[src/rtl/i2c_pkg.sv]
// Shared constants for the I2C bus front end: filter counter width and
// default filter / timeout lengths.
package i2c_pkg;

    localparam int FILT_CNT_W         = 4;
    localparam int FILT_LEN_DEF       = 4;
    localparam int TIMEOUT_CYCLES_DEF = 25000;

endpackage

[src/rtl/i2c_glitch_filter.sv]
// One I2C line: two-flop synchroniser, persistence glitch filter and
// combinational edge detect on the filtered level.
module i2c_glitch_filter
    import i2c_pkg::*;
#(
    parameter int FILT_LEN = FILT_LEN_DEF
) (
    input  logic clock,
    input  logic reset,
    input  logic i_pin,
    output logic o_filt,
    output logic o_rise_c,
    output logic o_fall_c
);

    localparam logic [FILT_CNT_W-1:0] C_LAST = FILT_CNT_W'(FILT_LEN - 1);

    logic                  r_sync1;
    logic                  r_sync2;
    logic                  r_filt;
    logic                  r_filt_d;
    logic [FILT_CNT_W-1:0] r_cnt;

    always_ff @(posedge clock) begin
        if (reset) begin
            r_sync1  <= 1'b1;
            r_sync2  <= 1'b1;
            r_filt   <= 1'b1;
            r_filt_d <= 1'b1;
            r_cnt    <= '0;
        end else begin
            r_sync1  <= i_pin;
            r_sync2  <= r_sync1;
            r_filt_d <= r_filt;
            // A new level must persist FILT_LEN consecutive samples to be accepted.
            if (r_sync2 == r_filt) begin
                r_cnt <= '0;
            end else if (r_cnt == C_LAST) begin
                r_filt <= r_sync2;
                r_cnt  <= '0;
            end else if (r_cnt != '1) begin
                r_cnt <= r_cnt + 1'b1;
            end
        end
    end

    assign o_filt   = r_filt;
    assign o_rise_c = r_filt & ~r_filt_d;
    assign o_fall_c = ~r_filt & r_filt_d;

endmodule

[src/rtl/i2c_bus_frontend.sv]
// I2C input conditioning: filtered SCL/SDA, SCL edge / START / STOP strobes
// and bus-busy tracking. Define I2C_TIMEOUT_EN to add the SCL-low bus timeout.
module i2c_bus_frontend
    import i2c_pkg::*;
#(
    parameter int FILT_LEN       = FILT_LEN_DEF,
    parameter int TIMEOUT_CYCLES = TIMEOUT_CYCLES_DEF
) (
    input  logic clock,
    input  logic reset,
    input  logic scl_in,
    input  logic sda_in,
    input  logic sda_oe,
    output logic scl_f,
    output logic sda_f,
    output logic scl_rise,
    output logic scl_fall,
    output logic start_det,
    output logic stop_det,
    output logic bus_busy,
    output logic timeout
);

    if (FILT_LEN < 1 || FILT_LEN > (2 ** FILT_CNT_W) - 1 || TIMEOUT_CYCLES < 2) begin : g_bad_param
        $error("i2c_bus_frontend: FILT_LEN must be 1..15 and TIMEOUT_CYCLES at least 2");
    end

    logic w_scl_rise_c;
    logic w_scl_fall_c;
    logic w_sda_rise_c;
    logic w_sda_fall_c;
    logic w_scl_quiet_hi;
    logic w_start_c;
    logic w_stop_c;
    logic w_tmo_hit;

    logic r_scl_rise;
    logic r_scl_fall;
    logic r_start;
    logic r_stop;
    logic r_busy;

    i2c_glitch_filter #(.FILT_LEN(FILT_LEN)) u_scl_filt (
        .clock    (clock),
        .reset    (reset),
        .i_pin    (scl_in),
        .o_filt   (scl_f),
        .o_rise_c (w_scl_rise_c),
        .o_fall_c (w_scl_fall_c)
    );

    i2c_glitch_filter #(.FILT_LEN(FILT_LEN)) u_sda_filt (
        .clock    (clock),
        .reset    (reset),
        .i_pin    (sda_in),
        .o_filt   (sda_f),
        .o_rise_c (w_sda_rise_c),
        .o_fall_c (w_sda_fall_c)
    );

    // SCL high and not having just risen: a simultaneous SCL/SDA change is a data glitch.
    assign w_scl_quiet_hi = scl_f & ~w_scl_rise_c;
    assign w_start_c      = w_sda_fall_c & w_scl_quiet_hi & ~sda_oe;
    assign w_stop_c       = w_sda_rise_c & w_scl_quiet_hi & ~sda_oe;

`ifdef I2C_TIMEOUT_EN
    localparam int               TO_W    = $clog2(TIMEOUT_CYCLES);
    localparam logic [TO_W-1:0]  TO_LAST = TO_W'(TIMEOUT_CYCLES - 1);

    logic [TO_W-1:0] r_to_cnt;
    logic            r_tmo;

    assign w_tmo_hit = ~scl_f & r_busy & (r_to_cnt == TO_LAST);

    always_ff @(posedge clock) begin
        if (reset) begin
            r_to_cnt <= '0;
            r_tmo    <= 1'b0;
        end else begin
            r_tmo <= w_tmo_hit;
            if (~scl_f & r_busy & ~w_tmo_hit) begin
                r_to_cnt <= r_to_cnt + 1'b1;
            end else begin
                r_to_cnt <= '0;
            end
        end
    end

    assign timeout = r_tmo;
`else
    assign w_tmo_hit = 1'b0;
    assign timeout   = 1'b0;
`endif

    always_ff @(posedge clock) begin
        if (reset) begin
            r_scl_rise <= 1'b0;
            r_scl_fall <= 1'b0;
            r_start    <= 1'b0;
            r_stop     <= 1'b0;
            r_busy     <= 1'b0;
        end else begin
            r_scl_rise <= w_scl_rise_c;
            r_scl_fall <= w_scl_fall_c;
            r_start    <= w_start_c;
            r_stop     <= w_stop_c;
            if (w_start_c) begin
                r_busy <= 1'b1;
            end else if (w_stop_c | w_tmo_hit) begin
                r_busy <= 1'b0;
            end
        end
    end

    assign scl_rise  = r_scl_rise;
    assign scl_fall  = r_scl_fall;
    assign start_det = r_start;
    assign stop_det  = r_stop;
    assign bus_busy  = r_busy;

endmodule
[config.mk]
export PLATFORM = sky130hd
export DESIGN_NAME = i2c_bus_frontend
export DESIGN_NICKNAME = d
export VERILOG_FILES = /design/src/rtl/i2c_pkg.sv /design/src/rtl/i2c_glitch_filter.sv /design/src/rtl/i2c_bus_frontend.sv
export SDC_FILE = /design/constraint.sdc
export NUM_CORES = 1
export LEC_CHECK = 0
export ABC_AREA = 0
export CORE_MARGIN = 10
export CORE_UTILIZATION = 50
export DETAILED_ROUTE_END_ITERATION = 8
export GPL_TIMING_DRIVEN = 0
export PLACE_DENSITY = 0.74
export SLEW_MARGIN = 15
export SYNTH_ARGS = -nofsm -noshare
export SYNTH_HDL_FRONTEND = slang
export SYNTH_HIERARCHICAL = 1
export SYNTH_SLANG_ARGS = --single-unit
[constraint.sdc]
create_clock -name clock -period 1.7 [get_ports clock]
set_input_delay 0.34 -clock clock [delete_from_list [all_inputs] [get_ports clock]]
set_output_delay 0.34 -clock clock [all_outputs]
set_load 0.1 [all_outputs]
After elaboration in Yosys (flattened, before gate mapping)
Cells that the tools add are included.
Storage, ports and cells
  flip-flop bits (word level): 21
  bits of input ports: 5
  output and inout port bits: 8
  word-level logic and storage cells: 47
Operators by class
  add/sub/neg operators: 2
  equality and inequality tests: 6
  mux-type cells: 2
  bitwise logic cells: 17
  reduce and logical (&&, ||, !) cells: 5
Operators by type and width (number)
  $and 1x1->1: 9
  $add 4x1->4 const B: 2
  $eq 4x2->1 const B: 2
  $ne 4x4->1 const B: 2
  $not 1->1: 8
  $reduce_or 3->1: 2
  $reduce_and 2->1: 2
  $eq 1x1->1: 2
  $mux 1: 2
  $reduce_bool 2->1: 1

Depth between registers and ports, before layout
Gate-level depths: netlist of run 1.
  depth in word-level cells: 8
  gate-level depth with buffers: 4
  depth with buffers taken out: 4

Hierarchy
The synthesis of run 1 kept the hierarchy.
By module, submodules not included
  i2c_glitch_filter: times used 2, cells an instance 31, area an instance 330.3 um^2
  i2c_bus_frontend: times used 1, cells an instance 16, area an instance 191.4 um^2

Worst setup path after synthesis of run 1
No wires, ideal clock.
  kind: reg2reg
  start point: reg u_scl_filt.r_filt, in the netlist u_scl_filt/o_filt
  end point: reg r_busy, in the netlist bus_busy
  setup time: 88 ps
  arrival: 1667 ps
  data required time: 1612 ps
  path slack: -55 ps
  stages on the path, launching flop included: 3
  buffers on the path: 0
  period minus slack after synthesis: 1755 ps
  cells stage by stage: dfxtp_1 > or3b_4 > o32ai_2
Between the ends
  longest elaborated chain between the ends: 6
  elaborated cells on any way between the ends: 9
Ends and longest elaborated chain
  start, declared: line i2c_glitch_filter.sv:20  | logic r_filt;
  start signal, assigned: line i2c_glitch_filter.sv:39  | r_filt <= r_sync2;
  $and 1x1->1: line i2c_glitch_filter.sv:48  | assign o_rise_c = r_filt & ~r_filt_d;
  $not 1->1: line i2c_bus_frontend.sv:62  | assign w_scl_quiet_hi = scl_f & ~w_scl_rise_c;
  $and 1x1->1 (*): line i2c_bus_frontend.sv:62
  $and 1x1->1 (on tied branches) (2 in series): line i2c_bus_frontend.sv:63, i2c_bus_frontend.sv:64
  $mux 1 / $reduce_bool 2->1 (equally long branches)
  end signal, assigned: line i2c_bus_frontend.sv:101  | r_busy <= 1'b0;
  end signal, assigned: line i2c_bus_frontend.sv:108  | r_busy <= 1'b1;
  end signal, assigned: line i2c_bus_frontend.sv:110  | r_busy <= 1'b0;
  end, declared: line i2c_bus_frontend.sv:41  | logic r_busy;
Every way passes the cells marked *; elsewhere a longest branch is shown, timed or not.
A chain may end at the register's enable or synchronous reset.

Worst setup path after layout of run 1
  start point: reg u_scl_filt.r_filt, in the netlist u_scl_filt/o_filt
  end point: out scl_f
RTL lines
  end, declared: line i2c_bus_frontend.sv:14  | output logic scl_f,
No word-level cell between the ends.

==> metrics.yaml, run 1 <==
status: "finished clean"
ant_nets: 0
cts-root-buf: "clkbuf_4"
drive_above_1_share_pct: 33.33
fin_area_um2: 1020
vias_per_cell: 5.312
worstPathRequired_ns: 1.36
cp-start-kind: "flop"
syn_inst: 78
hold_depth: 1
clock_tree.buffer_depth: 2
crit_type: "flop to primary output"
netlist_area_um2: 852.1
mostFrequentLayoutCells: "19 x dfxtp_1, 7 x clkdlybuf4s15_2, 6 x nor2b_1, 6 x or2_2, 6 x nor2_1"
rows: 14
final_hold_viol_count: 0
place_area_um2: 984.7
firstDrtPassIters: 4
cap_violations: 0
ys_types: 25
vias: 579
drt_wl_total_mm: 1.319
top_regs: "u_scl_filt/r_cnt: 4 flops, u_sda_filt/r_cnt: 4 flops"
tightest_slew_ns: 0.5520
numCtsBuffers: 3
cp_cell_sequence: "clkdlybuf4s15_2"
period_minus_slack_ns: 1.618
vdd_drop_max_uv: 475.7
crit_family: "buffers and inverters"
ys_seq_area_share_pct: 49.34
num_io_pins: 13
post-place-ws_ns: -0.1567
antenna_found_initial: 0
critPathLaunch: "u_scl_filt/o_filt$_SDFFE_PP1P_"
synth-warning-count: 6
drt-wirelength-per-cell_um: 12.10
grt_setup_unrepaired: "false"
slew_headroom_pct: 63.37
grt_pass1_vias: 572
htree_levels: 1
diodes: 0
rr_endpoint: "u_sda_filt/r_cnt[3]$_SDFFE_PP0P_"
clk_latency_ns: 0.30
die_height_um: 61.28
worst_path_largest_cell_delay_ns: 0.58
layout_commonest_cell: "dfxtp_1"
clkTransAtPathRegs_ns: 0.11
setup_violations: 0
grt.total_usage_pct: 8.351
portBuffers: 11
core_um2: 1559
grt_max_degree: 17
first_iter_violations: 18
leakage_uw: 0.0003814
hp-start: "u_scl_filt/r_sync1$_SDFF_PP1_"
syn_to_final_growth_pct: 19.68
ys_ff_latch: 21
r2r_cells: 4
post-route-period-util_pct: 95.17
grt.overflow.total: 0
grt_pass1_wl_mm: 2.311
gp_congestion: 0.6303
nNetsFinal: 101
worstHoldEndpoint: "u_scl_filt/r_sync2$_SDFF_PP1_"
synth_nets: 85
dieWidth_um: 61.28
worst_ep_arrival_time_ns: 1.28
drc: 0
p_per_area_nw_per_um2: 760.9
cts.sink_count: 21
slew_viol_final: 0
fin_ws_ns: 0.08210
cts_setup_buffers: 0
dp_hpwl_um: 976.6
hp-class: "flop to flop"
fmax_ghz: 0.6181
r2r-start: "u_sda_filt/r_cnt[0]$_SDFFE_PP0P_"
avgSynthCellArea_um2: 10.92
die_area_um2: 3755
crit_fanout: 8
endpoint_kind: "primary output"
start_util_pct: 54.65
critPathSlowestCell: "clkdlybuf4s15_2"
clock_skew_ns: 0.001685
cp.buffers_inverters: 1
rrSetupSlack_ns: 0.27
cts_tree: "done"
## stage by stage
stage / TNS (ns) / hold slack (ns) / cells / util, % / total power [uW]
after detailed placement: -1.083 / 0.4051 / 105 / 63.16 / 554.0
after floorplan: 0 / 0.3895 / 78 / - / 537.5
after global placement: -0.9678 / 0.3931 / 105 / 63.16 / 553.0
after CTS: 0 / 0.4316 / 109 / 65.41 / 790.5
after global routing: 0 / 0.4366 / 109 / 65.41 / 809.5
final: 0 / 0.4293 / 109 / 65.41 / 775.9
## cells in the mapped netlist
master    instances  area, um^2
nor3b_1           2       15.01
or3_4             2       22.52
dfxtp_1          21       420.4
o21ai_0           2       10.01
ha_1              2       25.02
nand3_1           4       20.02
o32ai_2           1       16.27
nor3_2            2       20.02
a211o_2           2       20.02
or3b_4            1       11.26
nor2b_1           6       37.54
mux2i_1           2       20.02
or2_2             6       37.54
a31oi_1           2       12.51
conb_1            1       3.750
nor2_1            6       22.52
nor3_1            1       5.000
inv_1             1       3.750
and4bb_2          1       12.51
xnor2_1           4       35.03
nand2b_1          1       6.260
nor3b_2           3       37.54
buf_4             1       7.510
and2b_1           2       15.01
nand3b_1          2       15.01
## worst reg2reg max path: cells and delay by family, from the launching register on
family / cells / cell delay, ns
AND/OR/NAND/NOR: 3 / 0.75
flip-flops: 1 / 0.36
adder cells (fa/ha/maj): 1 / 0.26
## where the power goes
group          internal [uW]  switching, uW
logic                   19.5           21.8
clock network           91.5            142
registers                498           3.52
## cell type report
type | instances | area, um^2
buffer | 1 | 7.507
sequential | 21 | 422.9
clock buffer | 4 | 26.28
inverter | 1 | 3.754
timing repair buffer | 11 | 118.9
multi-input combinational | 55 | 420.4
tap | 16 | 20.02
fill | 133 | 539.3
## worst max path at each step
| stage | endpoint | slack (ns) | cells after the start |
|---|---|---|---|
| floorplan | bus_busy$_SDFFE_PP0P_ | 0.29 | 2 |
| global placement | scl_f | -0.16 | 1 |
| detailed placement | scl_f | -0.16 | 1 |
| CTS | scl_f | 0.06 | 1 |
| global route | scl_f | 0.03 | 1 |
| finish | scl_f | 0.08 | 1 |
## kinds of logic (layout without fill, tap and decap cells)
kind of cell	count (synthesis)	in the layout	synth area share, %
muxes	2	2	2.350
DFF	21	21	49.34
adders and majority gates	2	2	2.936
buffers and inverters	2	17	1.321
other	1	1	0.4401
xor gates and xnor gates	4	4	4.111
and+or+nand+nor	39	39	32.60
AOI/OAI and AO/OA	7	7	6.902
## routing by layer
layer,share of wire [%],global-route usage [%],routed length [um]
met1,47,9.005,615
met2,43,12.28,567
met5,0,0,0
met4,3.4,6.840,45
met3,6.8,3.909,90
## repair_timing
item                                    in CTS  in global routing
hold buffers                                 0                  0
endpoints found under the setup margin       7                  0
resized for setup                           21                  0
No activity file was read; power rests on OpenSTA's default activity.
==> run 2: changes to the inputs <==
SKIP_LAST_GASP = 1   (was unset)
clock period = 1.6 ns   (was 1.7 ns; I/O delays follow)
==> metrics.yaml, run 2 (same netlist as run 1, synthesis figures left out) <==
leakage_uw: 0.0003743  # -1.9%
diodes: 0  # unchanged
fin_area_um2: 1007  # -1.2%
rrSetupSlack_ns: 0.17  # -0.10 ns
nNetsFinal: 101  # unchanged
status: "finished clean"
htree_levels: 1  # unchanged
clkTransAtPathRegs_ns: 0.11  # about the same
cts_hold_buf: 0  # unchanged
critPathSlowestCell: "clkdlybuf4s15_2"
post-place-ws_ns: -0.2367  # -0.08000 ns
dp_hpwl_um: 976.6  # unchanged
drc: 0  # unchanged
antenna_found_initial: 0  # unchanged
drt_wl_total_mm: 1.319  # unchanged
dieWidth_um: 61.28  # unchanged
worst_path_largest_cell_delay_ns: 0.56  # -0.02 ns
clk_latency_ns: 0.30  # about the same
clock_tree.buffer_depth: 2  # unchanged
die_area_um2: 3755  # unchanged
gp_congestion: 0.6303  # unchanged
fin_ws_ns: 0.07417  # -0.007938 ns
ff_latch_area_um2: 422.9  # unchanged
grt_max_degree: 17  # unchanged
slew_viol_final: 0  # unchanged
syn_to_final_growth_pct: 18.21
core_um2: 1559  # unchanged
holdWs_ns: 0.4293  # -0.000006000 ns
first_iter_violations: 18  # unchanged
p_clk_share_pct: 30.1  # about the same
numCtsBuffers: 3  # unchanged
mostFrequentLayoutCells: "19 x dfxtp_1, 6 x nor2b_1, 6 x or2_2, 6 x nor2_1, 5 x clkdlybuf4s15_2"
num_io_pins: 13  # unchanged
pwr-share-comb_pct: 5.3  # about the same
place_area_um2: 984.7  # unchanged
grt_pass1_vias: 572  # unchanged
crit_fanout: 2  # -6
cp.buffers_inverters: 1  # unchanged
sw_frac_of_total_pct: 21.55  # about the same
final_hold_viol_count: 0  # unchanged
ant_nets: 0  # unchanged
worst_ep_arrival_time_ns: 1.21  # -0.07 ns
slew_headroom_pct: 63.58  # +0.21 points
cts-root-buf: "clkbuf_4"
crit_family: "buffers and inverters"
ctsResizeCount: 21  # unchanged
critPathCapture: "bus_busy"
grt.overflow.total: 0  # unchanged
tightest_slew_ns: 0.5489  # -0.003131 ns
grt_pass1_wl_mm: 2.311  # unchanged
p_sw_uw: 177.7  # +6.2%
dp.cells: 105  # unchanged
cp-start-kind: "flop"
rows: 14  # unchanged
p_int_uw: 646.7  # +6.2%
cts_tree: "done"
period_minus_slack_ns: 1.526
fmax_ghz: 0.6554
hp-class: "flop to flop"
grt_setup_unrepaired: "false"
portBuffers: 11  # unchanged
cts_setup_buffers: 0  # unchanged
post-route-period-util_pct: 95.36
drive_above_1_share_pct: 33.33  # unchanged
start_util_pct: 54.65  # unchanged
cap_violations: 0  # unchanged
setup_violations: 0  # unchanged
grt.total_usage_pct: 8.351  # unchanged
top_regs: "u_scl_filt/r_cnt: 4 flops, u_sda_filt/r_cnt: 4 flops"
multiInputGateArea_um2: 420.4  # unchanged
r2r-start: "u_sda_filt/r_cnt[0]$_SDFFE_PP0P_"
die_height_um: 61.28  # unchanged
vias_per_cell: 5.312  # unchanged
p_per_area_nw_per_um2: 818.5  # +7.6%
cp_cell_sequence: "clkdlybuf4s15_2"
worstPathRequired_ns: 1.28  # -0.08 ns
endpoint_kind: "primary output"
fill_cells: 134  # +0.75%
layout_commonest_cell: "dfxtp_1"
firstDrtPassIters: 4  # unchanged
critPathLaunch: "bus_busy$_SDFFE_PP0P_"
r2r_cells: 4  # unchanged
vias: 579  # unchanged
finalSetupTns_ns: 0  # unchanged
cts.sink_count: 21  # unchanged
seqPwrFrac_pct: 64.6  # about the same
drt-wirelength-per-cell_um: 12.10  # unchanged
fin_cells: 109  # unchanged
rr_endpoint: "u_sda_filt/r_cnt[3]$_SDFFE_PP0P_"
vdd_drop_max_uv: 505.3  # +6.2%
clock_skew_ns: 0.001668  # -0.00001718 ns
path_depth: 1  # unchanged
crit_type: "flop to primary output"
-- run 2: cell types whose count changed in the layout (fill, tap and decap cells not counted), sizes merged --
cell,previous run,this run
buf,1,3
clkdlybuf4s15,7,5
-- run 2: worst min-delay path by stage --
stage                                  start                            end  depth (start not counted)
2_1_floorplan  u_scl_filt/r_sync1$_SDFF_PP1_  u_scl_filt/r_sync2$_SDFF_PP1_                          1
3_3_place_gp   u_sda_filt/r_sync1$_SDFF_PP1_  u_sda_filt/r_sync2$_SDFF_PP1_                          1
3_5_place_dp   u_sda_filt/r_sync1$_SDFF_PP1_  u_sda_filt/r_sync2$_SDFF_PP1_                          1
4_1_cts        u_sda_filt/r_sync1$_SDFF_PP1_  u_sda_filt/r_sync2$_SDFF_PP1_                          1
5_1_grt        u_sda_filt/r_sync1$_SDFF_PP1_  u_sda_filt/r_sync2$_SDFF_PP1_                          1
6_report       u_scl_filt/r_sync1$_SDFF_PP1_  u_scl_filt/r_sync2$_SDFF_PP1_                          1
-- run 2: power groups by stage --
stage | combinational, uW | sequential (uW) | clock [uW]
after floorplan | 27.2 | 544 | 0
after global placement | 43.5 | 544 | 0
after detailed placement | 44.0 | 545 | 0
after CTS | 44.1 | 533 | 263
after global routing | 47.4 | 533 | 279
final | 43.9 | 532 | 248
-- run 2: stage by stage --
stage	total power (uW)	util [%]
after global routing	860.1	64.61
after floorplan	571.1	-
after detailed placement	588.6	63.16
after global placement	587.6	63.16
after CTS	839.9	65.41
final	824.4	64.61
-- run 2: layout make-up --
cell class	instances	area share, %
sequential	21	41.99
multi-input combinational	55	41.74
timing repair buffer	11	10.56
clock buffer	4	2.609
tap	16	1.988
buffer	1	0.7453
inverter	1	0.3727
-- run 2: per-layer routing --
| layer | vias to the layer above | part of all wire, % | track usage, % | wire length, um |
|---|---|---|---|---|
| met4 | 0 | 3.4 | 6.840 | 45 |
| met1 | 262 | 47 | 9.005 | 618 |
| met3 | 5 | 6.7 | 3.909 | 88 |
| met5 | - | 0 | 0 | 0 |
| li1 | 301 | - | - | - |
| met2 | 11 | 43 | 12.28 | 567 |
